[src/rtl/sprite_anim_mapper.sv]
// Sprite renderer for the VGA pixel path: maps screen coordinates into a multi-frame sprite ROM.
// It applies scale and horizontal flip, resolves transparency and registers 12-bit RGB three cycles after DrawX/DrawY.
module sprite_anim_mapper #(
    parameter int SPR_W       = 21,
    parameter int SPR_H       = 45,
    parameter int NUM_FRAMES  = 4,
    parameter int SCALE_LOG2  = 1,
    parameter int FRAME_TICKS = 8,
    parameter int ADDR_W      = 12,
    parameter int IDX_W       = 5,
    parameter int TRANSP_IDX  = 0,
    localparam int FRAME_W    = (NUM_FRAMES > 1) ? $clog2(NUM_FRAMES) : 1
) (
    input  logic              vga_clk,
    input  logic              Reset,
    input  logic [9:0]        DrawX,
    input  logic [9:0]        DrawY,
    input  logic              blank,
    input  logic              frame_start,
    input  logic [9:0]        pos_x,
    input  logic [9:0]        pos_y,
    input  logic              flip_h,
    input  logic              anim_en,
    input  logic [3:0]        bg_red,
    input  logic [3:0]        bg_green,
    input  logic [3:0]        bg_blue,
    output logic [ADDR_W-1:0] rom_address,
    input  logic [IDX_W-1:0]  rom_q,
    output logic [IDX_W-1:0]  pal_index,
    input  logic [3:0]        pal_red,
    input  logic [3:0]        pal_green,
    input  logic [3:0]        pal_blue,
    output logic [FRAME_W-1:0] frame_sel,
    output logic [3:0]        red,
    output logic [3:0]        green,
    output logic [3:0]        blue
);

    localparam int TICK_W     = (FRAME_TICKS > 1) ? $clog2(FRAME_TICKS) : 1;
    localparam int PIX_W      = SPR_W << SCALE_LOG2;
    localparam int PIX_H      = SPR_H << SCALE_LOG2;
    localparam int FRAME_SIZE = SPR_W * SPR_H;

    logic [9:0]         r_spos_x;
    logic [9:0]         r_spos_y;
    logic               r_sflip;
    logic [TICK_W-1:0]  r_tick;
    logic [FRAME_W-1:0] r_frame_sel;

    logic [ADDR_W-1:0]  r_rom_address;
    logic               r_hit_a;
    logic               r_blank_a;
    logic [11:0]        r_bg_a;
    logic               r_hit_b;
    logic               r_blank_b;
    logic [11:0]        r_bg_b;
    logic [11:0]        r_rgb;

    logic [10:0]        w_lx;
    logic [10:0]        w_ly;
    logic               w_hit;
    logic [9:0]         w_col;
    logic [9:0]         w_row;
    logic [9:0]         w_col_eff;
    logic [ADDR_W-1:0]  w_addr;

    // Local offsets are 11-bit two's complement; bit 10 set means left of / above the sprite.
    always_comb begin
        w_lx      = {1'b0, DrawX} - {1'b0, r_spos_x};
        w_ly      = {1'b0, DrawY} - {1'b0, r_spos_y};
        w_hit     = !w_lx[10] && !w_ly[10] && (w_lx < 11'(PIX_W)) && (w_ly < 11'(PIX_H));
        w_col     = w_lx[9:0] >> SCALE_LOG2;
        w_row     = w_ly[9:0] >> SCALE_LOG2;
        w_col_eff = r_sflip ? (10'(SPR_W - 1) - w_col) : w_col;
        w_addr    = ADDR_W'(r_frame_sel) * ADDR_W'(FRAME_SIZE)
                  + ADDR_W'(w_row) * ADDR_W'(SPR_W)
                  + ADDR_W'(w_col_eff);
    end

    // Shadow registers and animation counters all update on the frame_start edge.
    always_ff @(posedge vga_clk) begin
        if (Reset) begin
            r_spos_x    <= '0;
            r_spos_y    <= '0;
            r_sflip     <= 1'b0;
            r_tick      <= '0;
            r_frame_sel <= '0;
        end else if (frame_start) begin
            r_spos_x <= pos_x;
            r_spos_y <= pos_y;
            r_sflip  <= flip_h;
            if (anim_en) begin
                if (r_tick == TICK_W'(FRAME_TICKS - 1)) begin
                    r_tick <= '0;
                    if (r_frame_sel == FRAME_W'(NUM_FRAMES - 1))
                        r_frame_sel <= '0;
                    else
                        r_frame_sel <= r_frame_sel + 1'b1;
                end else begin
                    r_tick <= r_tick + 1'b1;
                end
            end
        end
    end

    always_ff @(posedge vga_clk) begin
        if (Reset) begin
            r_rom_address <= '0;
            r_hit_a       <= 1'b0;
            r_blank_a     <= 1'b0;
            r_bg_a        <= '0;
            r_hit_b       <= 1'b0;
            r_blank_b     <= 1'b0;
            r_bg_b        <= '0;
            r_rgb         <= '0;
        end else begin
            if (w_hit)
                r_rom_address <= w_addr;
            r_hit_a   <= w_hit;
            r_blank_a <= blank;
            r_bg_a    <= {bg_red, bg_green, bg_blue};
            // Delay one more cycle so hit/blank/bg line up with rom_q.
            r_hit_b   <= r_hit_a;
            r_blank_b <= r_blank_a;
            r_bg_b    <= r_bg_a;
            if (!r_blank_b)
                r_rgb <= '0;
            else if (!r_hit_b || (rom_q == IDX_W'(TRANSP_IDX)))
                r_rgb <= r_bg_b;
            else
                r_rgb <= {pal_red, pal_green, pal_blue};
        end
    end

    assign rom_address = r_rom_address;
    assign pal_index   = rom_q;
    assign frame_sel   = r_frame_sel;
    assign red         = r_rgb[11:8];
    assign green       = r_rgb[7:4];
    assign blue        = r_rgb[3:0];

endmodule

[config.mk]
export PLATFORM = sky130hd
export DESIGN_NAME = sprite_anim_mapper
export DESIGN_NICKNAME = d
export VERILOG_FILES = /design/src/rtl/sprite_anim_mapper.sv
export SDC_FILE = /design/constraint.sdc
export NUM_CORES = 1
export LEC_CHECK = 0
export CAP_MARGIN = 10
export CORE_MARGIN = 2
export CORE_UTILIZATION = 56
export DETAILED_ROUTE_END_ITERATION = 12
export PLACE_DENSITY = 0.86
export SETUP_SLACK_MARGIN = 0.15
export SLEW_MARGIN = 0
export SYNTH_ARGS = -nofsm -noshare
export SYNTH_HDL_FRONTEND = slang
export SYNTH_SLANG_ARGS = --single-unit
[constraint.sdc]
create_clock -name vga_clk -period 16.7 [get_ports vga_clk]
set_input_delay 3.34 -clock vga_clk [delete_from_list [all_inputs] [get_ports vga_clk]]
set_output_delay 3.34 -clock vga_clk [all_outputs]
set_load 0.05 [all_outputs]
==> metrics.txt <==
area occupied by multi-input gates=3171 um^2; Comb pwr share=0.616; Core Region=8806 um^2; status=complete, no violations; num ports=106; top_reg_cell synth=dfxtp_1; TritonCTS clock tree=built; cell taking the most area after synthesis=dfxtp_1; layout cells sized above 1=0.04060; WP data required=16.97 ns; first-pass GRT wire length=17280 um; GR Overflow Total=0; Cell Rows=34; largest net degree at the start of global routing=68; CTS Root Cell=clkbuf_8; Post-Syn Area per Cell=9.066 um^2; fin crit share=0.5185; Net Sw Power=0.3752 mW; Clock Path Buffers=2; Port Buffers=105; # hold bufs at CTS=0; Clock Skews=0.01287 ns; max cap viols=0; Layout area overhead=24.99%; syn_nets=721; WL/cell=13.68 um; Sw Ratio=0.4320; fin nets=816; final number of setup-violating endpoints=0; most frequent cell after synthesis=dfxtp_1; power share of the sequential group=0.225; Post-CTS Resized=0; Worst slew margin=0.2542; Die Y-Extent=99.64 um; library cells used by synthesis=53; DR iter-0 viols=106; setup TNS=0 ns; crit path time final=8.659 ns; TritonCTS Buffers=9; Max FO, Critical Path=4; Die W=99.64 um; Reg clk slew, reported paths=0.10 ns; setup bufs post-CTS=0; Place WS=7.714 ns; Worst-Margin Slew=1.119 ns; Max rail drop VDD=91.86 uV; GP Congestion=0.9019; Power Density=135.7 nW/um^2; final hold vios=0; drt drc=0; Yosys top cell area share=0.3048; leakage power=2.848 nW; arrival time worst endpoint=8.93 ns; Final HPWL DP=8528 um; EDFF count, synth=0; Ys Warns=0; latest clock arrival within the worst-skew pair=0.36 ns; number of antenna violations at the first check in global routing=0; total number of vias=4078; CP startpoint kind=primary input; die area=9928 um^2; Post-synth ARST share=0; register area=1562 um^2; Starting Density=0.5817; final cell count without fillers=773; fill count=665; antenna viol nets, final=0; Seq/Total Area, Yosys=0.3048; gr usage total=0.2164; commonest cells in the netlist=dfxtp_1, inv_1, ha_1, nor2_1, mux2i_1; CP Capture Type=register; Clk pwr share=0.159; worst setup margin=8.041 ns; # diodes=0; Mapped Cells=565; CTS Sinks=78; post-synthesis register bit count=78; Fmax=115.5 MHz; Int Pwr=0.4934 mW; H-tree levels=3; RSZ-0062 raised after global routing=no; dpl cells=757; Pre-antenna DRT Iters=4; Syn Std Cell Area=5122 um^2; via/cell ratio=5.276; Slew Limit Fails=0; vias in the first global route=3906; total routed wirelength=10580 um; Synth area leaders=dfxtp_1, ha_1, fa_1; CP Class=primary input to register; min-delay worst type=register to register
-- registers in the layout, summed over array words and instances (netlist names) --
| name | flops |
|---|---|
| r_bg_b | 12 |
| r_rgb | 12 |
| r_spos_x | 10 |
| r_tick | 3 |
| r_blank_b | 1 |
| r_bg_a | 12 |
| r_blank_a | 1 |
| r_hit_b | 1 |
| rom_address | 12 |
| frame_sel | 2 |
| r_hit_a | 1 |
| r_spos_y | 10 |
| r_sflip | 1 |
-- critical path, stage by stage --
cell             delay (ns)
clkdlybuf4s50_1        0.44
and2b_1                0.22
fa_1                   0.42
nor2b_1                0.13
o21a_1                 0.15
nor2_1                 0.06
xnor2_1                0.35
nor2_1                 0.09
nor2_1                 0.21
o21ai_0                0.15
xor2_1                 0.19
fa_1                   0.50
inv_1                  0.05
fa_1                   0.47
inv_1                  0.06
fa_1                   0.52
inv_1                  0.04
ha_1                   0.23
nor3_1                 0.22
o21ai_0                0.20
a31o_2                 0.27
a21oi_1                0.18
xnor2_1                0.15
nand3_1                0.10
a21oi_1                0.18
-- stage by stage --
| step | total power [mW] | hold WS [ns] | instance area (um^2) | util |
|---|---|---|---|---|
| floorplan | 0.6241 | 0.4138 | 5122 | - |
| global placement | 0.7051 | 0.4168 | 6213 | 0.7056 |
| detailed placement | 0.7321 | 0.4234 | 6213 | 0.7056 |
| CTS | 0.8722 | 0.4384 | 6402 | 0.7271 |
| global route | 0.9475 | 0.4499 | 6402 | 0.7271 |
| finish | 0.8686 | 0.4324 | 6402 | 0.7271 |
-- power by group through the flow --
stage | Sequential [mW] | Combinational, mW | Clock, mW
CTS | 0.195 | 0.537 | 0.140
floorplan | 0.200 | 0.424 | 0
global placement | 0.199 | 0.506 | 0
global route | 0.196 | 0.603 | 0.148
finish | 0.195 | 0.535 | 0.138
detailed placement | 0.200 | 0.532 | 0
-- final cells by class --
cell class	count	area share
flip-flops and latches	78	0.2439
well taps	108	0.02111
clock buffers	9	0.01935
clock inverters	7	0.01016
inverters	76	0.04456
multi-input cells	388	0.4952
repair buffers	107	0.1657
-- per-layer routing --
metal,track usage,vias to the layer above,share of wire
met1,0.2492,1879,0.41
met4,0.04636,0,0.012
met2,0.4070,127,0.51
met3,0.04989,15,0.061
met5,0,-,0
li1,-,2057,-
-- final timing paths --
| path | end | cells past startpoint | start | slack, ns |
|---|---|---|---|---|
| min | r_bg_b[2] | 1 | r_bg_a[2] | 0.43 |
| min reg2reg | r_bg_b[2] | 1 | r_bg_a[2] | 0.43 |
| max reg2reg | rom_address[11] | 24 | r_spos_x[0] | 11.17 |
| max | rom_address[11] | 25 | DrawX[0] | 8.04 |
-- cells by family after synthesis --
group	synth area share
buffers and inverters	0.07621
adders and majority gates	0.2360
and+or+nand+nor	0.1458
xor gates and xnor gates	0.05471
muxes	0.06839
AOI/OAI and AO/OA	0.1141
DFF	0.3048
-- cells in the final DEF, fill, tap and decap left out, types with 3 or more instances in the layout --
cell / Yosys / layout
ha_1: 55 / 55
a21oi_1: 30 / 30
nand2_1: 14 / 14
nand3_1: 16 / 16
dfxtp_1: 78 / 78
nor2_1: 55 / 55
xnor2_1: 22 / 22
mux2i_1: 35 / 35
xor2_1: 10 / 10
o21ai_0: 29 / 29
o21a_1: 3 / 3
clkdlybuf4s50_1: 0 / 104
nand2b_1: 3 / 3
and3_1: 6 / 6
clkbuf_8: 0 / 9
a21o_1: 5 / 5
inv_1: 76 / 76
nor2b_1: 31 / 31
nor3_1: 8 / 8
fa_1: 26 / 26
Note: power is estimated with default switching activity, not from simulation.
